## config.mk

```make
export PLATFORM = sky130hd
export DESIGN_NAME = ctrl_sched
export DESIGN_NICKNAME = d
export VERILOG_FILES = /design/src/rtl/ctrl_sched.sv
export SDC_FILE = /design/constraint.sdc
export NUM_CORES = 1
export LEC_CHECK = 0
export CAP_MARGIN = 0
export CELL_PAD_IN_SITES_DETAIL_PLACEMENT = 1
export CELL_PAD_IN_SITES_GLOBAL_PLACEMENT = 1
export CORE_MARGIN = 2
export CORE_UTILIZATION = 28
export DETAILED_ROUTE_END_ITERATION = 7
export PLACE_DENSITY_LB_ADDON = 0.1
export SLEW_MARGIN = 20
export SYNTH_ARGS = -nofsm -noshare
export SYNTH_HDL_FRONTEND = slang
export SYNTH_SLANG_ARGS = --single-unit
```

## constraint.sdc

```tcl
create_clock -name clk -period 2.6 [get_ports clk]
set_clock_uncertainty 0.1 [all_clocks]
set_input_delay 0.39 -clock clk [delete_from_list [all_inputs] [get_ports clk]]
set_output_delay 0.39 -clock clk [all_outputs]
set_load 0.05 [all_outputs]
```

## src/rtl/ctrl_sched.sv

```systemverilog
// ctrl_sched: round-robin arbiter that shares one datapath command port.
// Ports: req_valid_i/req_cmd_i/req_ready_o (requesters), rsp_valid_o/
// rsp_err_o (one-hot response), cmd_valid_o/cmd_o/cmd_ready_i plus
// done_i/err_i (datapath), busy_o, grant_id_o (current/last grant).
// Optional macro CTRL_SCHED_TIMEOUT_EN adds a WAIT-state watchdog.
`timescale 1ns/1ps
module ctrl_sched #(
   parameter int N_REQ          = 4,
   parameter int CMD_W          = 8,
   parameter int TIMEOUT_CYCLES = 1024,
   localparam int ID_W = (N_REQ > 1) ? $clog2(N_REQ) : 1
) (
   input  logic                   clk,
   input  logic                   rst,
   input  logic [N_REQ-1:0]       req_valid_i,
   input  logic [N_REQ*CMD_W-1:0] req_cmd_i,
   output logic [N_REQ-1:0]       req_ready_o,
   output logic [N_REQ-1:0]       rsp_valid_o,
   output logic                   rsp_err_o,
   output logic                   cmd_valid_o,
   output logic [CMD_W-1:0]       cmd_o,
   input  logic                   cmd_ready_i,
   input  logic                   done_i,
   input  logic                   err_i,
   output logic                   busy_o,
   output logic [ID_W-1:0]        grant_id_o
);

   typedef enum logic [1:0] {
      S_IDLE,
      S_ISSUE,
      S_WAIT,
      S_RESP
   } state_t;

   state_t           state_q;
   state_t           state_d;
   logic [ID_W-1:0]  rr_q;
   logic [ID_W-1:0]  id_q;
   logic [CMD_W-1:0] cmd_q;
   logic             err_q;

   logic             gnt_found;
   logic [ID_W-1:0]  gnt_idx;
   logic [ID_W-1:0]  rr_nxt;
   logic             tmo_hit;
   logic             op_end;

   // Search from rr_q upward with wrap; first valid requester wins.
   always_comb begin
      int k;
      k         = 0;
      gnt_found = 1'b0;
      gnt_idx   = '0;
      for (int i = 0; i < N_REQ; i++) begin
         k = int'(rr_q) + i;
         if (k >= N_REQ)
            k = k - N_REQ;
         if (!gnt_found && req_valid_i[k]) begin
            gnt_found = 1'b1;
            gnt_idx   = ID_W'(k);
         end
      end
   end

   // Wrap explicitly so non-power-of-two N_REQ stays in range.
   assign rr_nxt = (gnt_idx == ID_W'(N_REQ - 1)) ?
                   '0 : gnt_idx + 1'b1;

`ifdef CTRL_SCHED_TIMEOUT_EN
   localparam int TMO_W = $clog2(TIMEOUT_CYCLES + 1);

   logic [TMO_W-1:0] tmo_q;

   // Cleared throughout ISSUE, so it is zero on WAIT entry.
   always_ff @(posedge clk or posedge rst) begin
      if (rst)
         tmo_q <= '0;
      else if (state_q == S_ISSUE)
         tmo_q <= '0;
      else if (state_q == S_WAIT)
         tmo_q <= tmo_q + 1'b1;
   end

   // Fires in the last of TIMEOUT_CYCLES WAIT cycles.
   assign tmo_hit = (state_q == S_WAIT) &&
                    (tmo_q == TMO_W'(TIMEOUT_CYCLES - 1));
`else
   localparam int unused_tmo = TIMEOUT_CYCLES;

   assign tmo_hit = 1'b0;
`endif

   assign op_end = done_i | err_i | tmo_hit;

   // State register
   always_ff @(posedge clk or posedge rst) begin
      if (rst)
         state_q <= S_IDLE;
      else
         state_q <= state_d;
   end

   // Next-state logic
   always_comb begin
      state_d = state_q;
      unique case (state_q)
         S_IDLE:  if (gnt_found)   state_d = S_ISSUE;
         S_ISSUE: if (cmd_ready_i) state_d = S_WAIT;
         S_WAIT:  if (op_end)      state_d = S_RESP;
         S_RESP:                   state_d = S_IDLE;
         default:                  state_d = S_IDLE;
      endcase
   end

   // Captured grant context and the rotating pointer.
   always_ff @(posedge clk or posedge rst) begin
      if (rst) begin
         rr_q  <= '0;
         id_q  <= '0;
         cmd_q <= '0;
         err_q <= 1'b0;
      end else begin
         if (state_q == S_IDLE && gnt_found) begin
            rr_q  <= rr_nxt;
            id_q  <= gnt_idx;
            cmd_q <= req_cmd_i[gnt_idx*CMD_W +: CMD_W];
         end
         if (state_q == S_WAIT) begin
            if (done_i || err_i)
               err_q <= err_i;
            else if (tmo_hit)
               err_q <= 1'b1;
         end
      end
   end

   // Output logic; accept is masked during reset so nothing leaks out.
   always_comb begin
      req_ready_o = '0;
      rsp_valid_o = '0;
      rsp_err_o   = 1'b0;
      cmd_valid_o = 1'b0;
      busy_o      = (state_q != S_IDLE);
      unique case (state_q)
         S_IDLE: begin
            if (gnt_found && !rst)
               req_ready_o[gnt_idx] = 1'b1;
         end
         S_ISSUE: cmd_valid_o = 1'b1;
         S_WAIT:  ;
         S_RESP: begin
            rsp_valid_o[id_q] = 1'b1;
            rsp_err_o         = err_q;
         end
         default: ;
      endcase
   end

   assign cmd_o      = cmd_q;
   assign grant_id_o = id_q;

endmodule

```

# Yosys cells after proc, flatten, opt, wreduce, memory -nomap -nowiden
# Index checks and enable logic that the tools add are counted.
[word_totals]
reg_bits = 15
latch_bits = 0
ram_bits = 0
rom_bits = 0
out_inout_bits = 21
n_memories = 0
[classes]
n_addsub = 8
multipliers = 0
div_mod_pow = 0
n_lt_le_gt_ge = 12
n_eq_ne = 7
shift = 1
mux = 38
bitwise = 1
reduce_logical = 16
[op_table]
columns = ["cell", "n"]
rows = [
  ["less-than comparator 32 x 4 -> 1 bit (second input constant)", 4],
  ["two-way mux 32 bit", 4],
  ["indexed part select 32 x 6 -> 8 bit", 1],
  ["two-way mux 1 bit", 16],
  ["two-way mux 2 bit", 8],
  ["two-way mux 4 bit", 3],
  ["subtractor 3 x 3 -> 4 bit (second input constant)", 3],
  ["greater-or-equal comparator 3 bit (second input constant)", 3],
  ["binary-select mux 1 bit (select 2 bit)", 4],
  ["one-hot mux 2 bit (4 select lines)", 1],
  ["logical AND 1 bit", 7],
  ["adder 2 x 2 -> 3 bit (second input constant)", 2],
  ["== test 2 bit (second input constant)", 3],
  ["less-than comparator 2 x 3 -> 1 bit (second input constant)", 2],
  ["inequality test 2 bit (second input constant)", 3],
  ["demux 1 bit (select 2 bit)", 2],
  ["greater-or-equal comparator 2 x 1 -> 1 bit (second input constant)", 2],
  ["logical NOT 1 bit", 4],
  ["subtractor 2 x 3 -> 4 bit (second input constant)", 1],
  ["adder 2 x 1 -> 3 bit (second input constant)", 1],
  ["greater-or-equal comparator 2 x 3 -> 1 bit (second input constant)", 1],
  ["AND reduction 3 bit", 1],
  ["adder 2 x 1 -> 2 bit (second input constant)", 1],
  ["== test 2 x 1 -> 1 bit (second input constant)", 1],
  ["other kinds (5)", 5],
]

# Longest topological paths before layout
# Gate-level depths: netlist (run 1).
[logic_depth]
depth_word = 21
depth_mapped = 7

# Least setup slack after synthesis (run 1)
# OpenSTA, ideal clock, no wires.
[synth_timing]
kind = "flip-flop to output port"
from = "register state_q[0]"
to = "output req_ready_o[1]"
arrival_time_ns = 2.736
slack_ns = -0.626
stages_incl_launch_ff = 6
cell_sequence = "dfrtp_1 inv_1 ha_1 o41ai_4 clkbuf_1 nor4b_1"
[synth_between]
elab_chain_len = 2
[synth_rtl]
columns = ["element", "line_no", "rtl"]
rows = [
  ["from (decl)", "36", "state_t state_q;"],
  ["from (signal assigned)", "101", "state_q <= state_d;"],
  ["logical NOT 2 bit", "145", "unique case (state_q)"],
  ["two-way mux 4 bit", "145", ""],
  ["to (decl)", "17", "output logic [N_REQ-1:0] req_ready_o,"],
]
# Every way passes these cells.

# Worst setup path after layout (run 1)
[layout_timing]
from = "register state_q[0]"
to = "output req_ready_o[2]"
# The elaborated chain is that of the path after synthesis.

==> results of run 1 <==
==> metal layers <==
metal | global-route usage | vias to the layer above | share of wire
met1 | 0.2395 | 606 | 0.44
met3 | 0.02632 | 4 | 0.040
met2 | 0.3370 | 35 | 0.51
met5 | 0 | - | 0
met4 | 0.06000 | 0 | 0.0086
li1 | - | 606 | -
==> cells in the mapped netlist, drive strengths merged, types with 2 or more instances <==
cell type	number	area share
a21boi	8	0.053
a21o	2	0.013
a21oi	4	0.027
a221o	8	0.070
and3	2	0.011
buf	4	0.025
dfrtp	15	0.33
ha	5	0.055
inv	7	0.023
mux2	8	0.079
nand2	10	0.033
nand2b	2	0.018
nand3	8	0.035
nor2	6	0.026
nor4	2	0.011
nor4b	2	0.015
o21ai	11	0.048
o22a	2	0.015
o31ai	2	0.013
==> worst max-delay path, stage by stage, from the launching register on <==
cell and delay (ns):
dfrtp_1 0.41, inv_1 0.11, ha_1 0.28, o41ai_4 0.12, buf_4 0.18, nor4b_1 0.30, buf_4 0.18, buf_12 0.12
==> timing repair <==
item / in CTS / in global routing
hold buffers: 0 / 0
setup buffers: 0 / 2
setup endpoints to repair: 2 / 4
resized for setup: 2 / 7
pin swaps: 0 / 3
==> cell type report <==
class | instances | area [sq um] | share of cell area
clock buffer | 3 | 41.29 | 0.02026
clock inverter | 1 | 5.005 | 0.002455
inverter | 7 | 26.28 | 0.01289
multi-input combinational | 91 | 732.0 | 0.3591
sequential | 15 | 375.4 | 0.1842
tap | 50 | 62.56 | 0.03069
timing repair buffer | 79 | 795.8 | 0.3904
==> through the flow <==
stage	TNS [ns]	std cells	worst slack, ns
4_1_cts	-0.005602	244	-0.005602
5_1_grt	0	246	0.004591
6_report	0	246	0.1571
3_5_place_dp	-0.05669	240	-0.05669
3_3_place_gp	-0.03797	240	-0.03797
2_1_floorplan	-1.760	118	-0.6255
==> sequential cells by signal, summed over array words and instances, names as in the netlist <==
| register | flops |
|---|---|
| state_q | 2 |
| rr_q | 2 |
| grant_id_o | 2 |
| err_q | 1 |
| cmd_o | 8 |
==> power by group <==
part / internal (uW) / switching (uW)
sequential: 353 / 111
combinational: 657 / 903
clock: 106 / 85.7
total: 1120 / 1100
==> kinds of logic (layout without fill, tap and decap cells) <==
| family | Yosys count | count (layout) | synth area share |
|---|---|---|---|
| adder cells (fa/ha/maj) | 5 | 5 | 0.05482 |
| AO/OA/AOI/OAI | 43 | 43 | 0.3158 |
| AND/OR/NAND/NOR | 34 | 34 | 0.1612 |
| buffers and inverters | 12 | 90 | 0.05153 |
| flip-flops | 15 | 15 | 0.3289 |
| multiplexers | 9 | 9 | 0.08772 |
==> layout by cell type, fill, tap and decap left out, types with 2 or more instances in the layout <==
cell type / count
a21boi_0: 8
a21o_1: 2
a21oi_1: 2
a221o_1: 8
and3_1: 2
buf_12: 4
buf_4: 18
clkbuf_8: 3
clkdlybuf4s50_1: 53
dfrtp_1: 15
dlymetal6s2s_1: 4
ha_1: 5
inv_1: 6
mux2_2: 8
nand2_1: 10
nand3_1: 8
nor2_1: 5
o21ai_0: 11
o31ai_1: 2
==> how the worst min path moves through the flow <==
stage / to / start / slack [ns] / depth (start not counted)
floorplan: cmd_o[0]$_DFFE_PP0P_ / rst / 0.20 / 1
global route: err_q$_DFFE_PP0P_ / err_q$_DFFE_PP0P_ / 0.44 / 1
CTS: cmd_o[2]$_DFFE_PP0P_ / cmd_o[2]$_DFFE_PP0P_ / 0.42 / 1
finish: cmd_o[4]$_DFFE_PP0P_ / cmd_o[4]$_DFFE_PP0P_ / 0.42 / 1
detailed placement: cmd_o[2]$_DFFE_PP0P_ / cmd_o[2]$_DFFE_PP0P_ / 0.41 / 1
global placement: err_q$_DFFE_PP0P_ / err_q$_DFFE_PP0P_ / 0.37 / 1
==> impl_results.md, run 1 <==
- Outcome: completed
- Core Footprint: 3971 sq um
- Clock latency on the worst-skew pair: 0.25 ns
- Final ANT Viol Nets: 0
- Clock Pin Slew Worst Setup and Hold Paths: 0.06 ns
- Reg-to-Reg End: cmd_o[6]$_DFFE_PP0P_
- Iteration count of the initial detailed-routing pass: 4
- Mean Syn Cell Area: 9.670 sq um
- Final Cell Area: 2038 sq um
- Final #Nets: 243
- Die Wd: 67.84 um
- Crit path kind: reg2out
- Placed cell areas: 1942 sq um
- Power Dens Cells: 1087 nW/um^2
- Max-slew violations: 0
- Starting density of the core: 0.2873
- WL per Instance: 16.58 um
- EDFF count, synth: 0
- Clock sink total: 15
- Main synth FF type: dfrtp_1
- Remaining Overflow, GRT: 0
- Hpwl dp: 3244 um
- LEAKAGE: 0.0008798 uW
- Area Growth Syn to Fin: 78.62%
- Synthesized cell area: 1141 sq um
- Worst slew margin: 0.5427
- CP arrival: 1.95 ns
- Hold Crit Class: reg2reg
- Routed WL: 4078 um
- Global-route wire length before repair: 6561 um
- Endpoint class of the critical path: output port
- Via density: 5.085
- YS warnings: 0
- Clock Path Buffers: 2
- Fmax: 409.3 MHz
- Worst slew pin tran: 0.6834 ns
- Worst r2r src: state_q[0]$_DFFE_PP0P_
- Crit path max fanout: 6
- Layout cells sized above 1: 0.2296
- Worst path required time: 2.11 ns
- Fraction of the cycle the final worst path needs: 0.9396
- Placer Congestion: 0.8283
- Via count: 1251
- Fin. Hold Viols: 0
- Crit path time final: 2.443 ns
- Maximum VDD drop: 0.4794 mV
- Util after Layout: 0.5132
- CTS H-Tree Depth: 1
- FP Rows: 23
- R2R Setup Slk: 0.39 ns
- IO Count: 62
- Total Power: 2216 uW
- Worst reg-to-reg path cell count: 7
- Drt drc: 0
- DIE HEIGHT: 67.84 um
- RSZ-0062 raised after global routing: false
- Crit path from: state_q[0]$_DFFE_PP0P_
- Inserted Clock Buffers: 3
- Total Routing Usage GR: 0.1906
- Max-Cap Viols: 0
- Diode count: 0
- Synth unique cells: 35
- FILL cells: 469
- Root Driver: clkbuf_8
- Die Area: 4602 sq um
- Vias in the first global route: 1359
- Seq cells post-synth: 15
- Post-synth ARST share: 1.000
- Worst setup endpoint: req_ready_o[2]
- Cell count after synthesis: 118
- Largest net degree at the start of global routing: 16
- Antenna violations before repair: 0
- DRT iter0 DRCs: 57
- WHS: 0.4178 ns
- CTS tree: yes
- Seq/Total Area, Yosys: 0.3289
- Final setup violation count: 0
- Worst setup SP type: flop
- PortBufs: 61
- Net Count, Synth: 164
Note: power is estimated with default switching activity, not from simulation.
==> run 2: changes to the inputs <==
Settings changed: SLEW_MARGIN 20 to unset.
==> results of run 2 <==
Same layout as run 1: the final DEF is identical, and so are final timing and power.
==> run 3: changes to the inputs <==
Settings changed: MAX_ROUTING_LAYER set to met4.
==> run 3 against run 2 <==
Against the previous run: critical path depth is 4 lower; largest cell class unchanged; hold slack is essentially flat; final area stayed put; critical endpoint is now rsp_valid_o[0].
==> impl_results.md, run 3 (synthesized netlist as in run 1, its figures left out) <==
- Root Driver: clkbuf_8
- Final setup violation count: 0
- Switching power: 1099 uW
- Die Area: 4602 sq um
- Iteration count of the initial detailed-routing pass: 4
- Fraction of the cycle the final worst path needs: 0.9395
- PortBufs: 61
- Die Wd: 67.84 um
- Max reg flops: 8
- Remaining Overflow, GRT: 0
- Diode count: 0
- Endpoint class of the critical path: output port
- Max-slew violations: 0
- Starting density of the core: 0.2873
- Clock Path Buffers: 2
- Clock sink total: 15
- DRT iter0 DRCs: 50
- Inserted Clock Buffers: 3
- FP Rows: 23
- Global-route wire length before repair: 6568 um
- Clock latency on the worst-skew pair: 0.25 ns
- Hpwl dp: 3244 um
- Layout cells sized above 1: 0.2296
- Internal power: 1116 uW
- Placer Congestion: 0.8409
- LEAKAGE: 0.0008798 uW
- Worst slew margin: 0.5456
- Fin. Hold Viols: 0
- CP arrival: 1.95 ns
- Crit path max fanout: 5
- Fmax: 409.4 MHz
- Worst slew pin tran: 0.6792 ns
- Clk pwr share: 0.087
- RSZ-0062 raised after global routing: false
- Final #Nets: 243
- Place WS: -0.05669 ns
- Max-Cap Viols: 0
- Crit path time final: 2.443 ns
- Via density: 5.085
- Core Footprint: 3971 sq um
- Crit path kind: reg2out
- Vias in the first global route: 1357
- Seq pwr share: 0.210
- DIE HEIGHT: 67.84 um
- IO Count: 62
- CTS H-Tree Depth: 1
- Most frequent cells in the layout: clkdlybuf4s50_1 (53), buf_4 (18), dfrtp_1 (15)
- Largest net degree at the start of global routing: 16
- Setup TNS: 0 ns
- Maximum VDD drop: 0.4795 mV
- Drt drc: 0
- Sw frac: 0.4962
- Final ANT Viol Nets: 0
- Power Dens Cells: 1087 nW/um^2
- Clock Pin Slew Worst Setup and Hold Paths: 0.06 ns
- Routed WL: 4089 um
- Total Routing Usage GR: 0.1967
- CTS tree: yes
- Worst path required time: 2.11 ns
- Via count: 1251
- Setup slack after layout: 0.1572 ns
- Logic pwr share: 0.704
- Commonest non-fill, non-tap cell in the layout: clkdlybuf4s50_1
- Area Growth Syn to Fin: 78.62%
- WL per Instance: 16.62 um
- Worst setup SP type: flop
- Outcome: completed
- Antenna violations before repair: 0
- Hold Crit Class: reg2reg
[run 3: cell type report]
type                    instances  area, sq um
fillers                       469         1933
repair buffers                 79        795.8
multi-input cells              91        732.0
flip-flops and latches         15        375.4
well taps                      50        62.56
clock buffers                   3        41.29
inverters                       7        26.28
clock inverters                 1        5.005
[run 3: power by group through the flow]
stage | clock network, uW | logic [uW] | registers [uW]
floorplan | 0 | 741 | 682
global placement | 0 | 1480 | 457
finish | 192 | 1560 | 464
CTS | 196 | 1530 | 461
global route | 203 | 1680 | 483
detailed placement | 0 | 1520 | 461
[run 3: critical path, stage by stage, from the launching register on]
cell	delay, ns
dfrtp_1	0.39
ha_1	0.25
nor3b_1	0.23
clkdlybuf4s50_1	0.84
[run 3: repair_timing]
item,CTS,global route
gates resized for setup,2,7
pin swaps,0,3
gates cloned,0,0
setup endpoints to repair,2,4
setup buffers,0,2
hold buffers,0,0
[run 3: layer usage]
layer / wire, um / vias up / share of wire / track usage
met5: 0 / - / 0 / -
met4: 34 / 0 / 0.0083 / 0.06000
met3: 163 / 4 / 0.040 / 0.02467
met2: 2093 / 35 / 0.51 / 0.3370
met1: 1798 / 606 / 0.44 / 0.2426
li1: - / 606 / - / -
[run 3: per-stage QoR]
stage / cell area [sq um] / hold slack, ns / power [uW] / std cells / util
final: 2038 / 0.4179 / 2215 / 246 / 0.5132
after global routing: 2038 / 0.4441 / 2361 / 246 / 0.5132
after CTS: 1996 / 0.4220 / 2188 / 244 / 0.5025
after detailed placement: 1942 / 0.4057 / 1985 / 240 / 0.4890
after global placement: 1942 / 0.3749 / 1936 / 240 / 0.4890
after floorplan: 1141 / 0.1967 / 1423 / 118 / -
[run 3: worst paths after layout]
| path | from | end | slack [ns] | cells after the start |
|---|---|---|---|---|
| setup / recovery | state_q[0]$_DFFE_PP0P_ | rsp_valid_o[0] | 0.16 | 3 |
| hold / removal | cmd_o[4]$_DFFE_PP0P_ | cmd_o[4]$_DFFE_PP0P_ | 0.42 | 1 |
| setup reg to reg | state_q[0]$_DFFE_PP0P_ | cmd_o[6]$_DFFE_PP0P_ | 0.40 | 7 |
| hold reg to reg | cmd_o[4]$_DFFE_PP0P_ | cmd_o[4]$_DFFE_PP0P_ | 0.42 | 1 |
| max in group asynchronous | rst | err_q$_DFFE_PP0P_ | 1.68 | 3 |
| min in group asynchronous | rst | cmd_o[4]$_DFFE_PP0P_ | 0.54 | 3 |
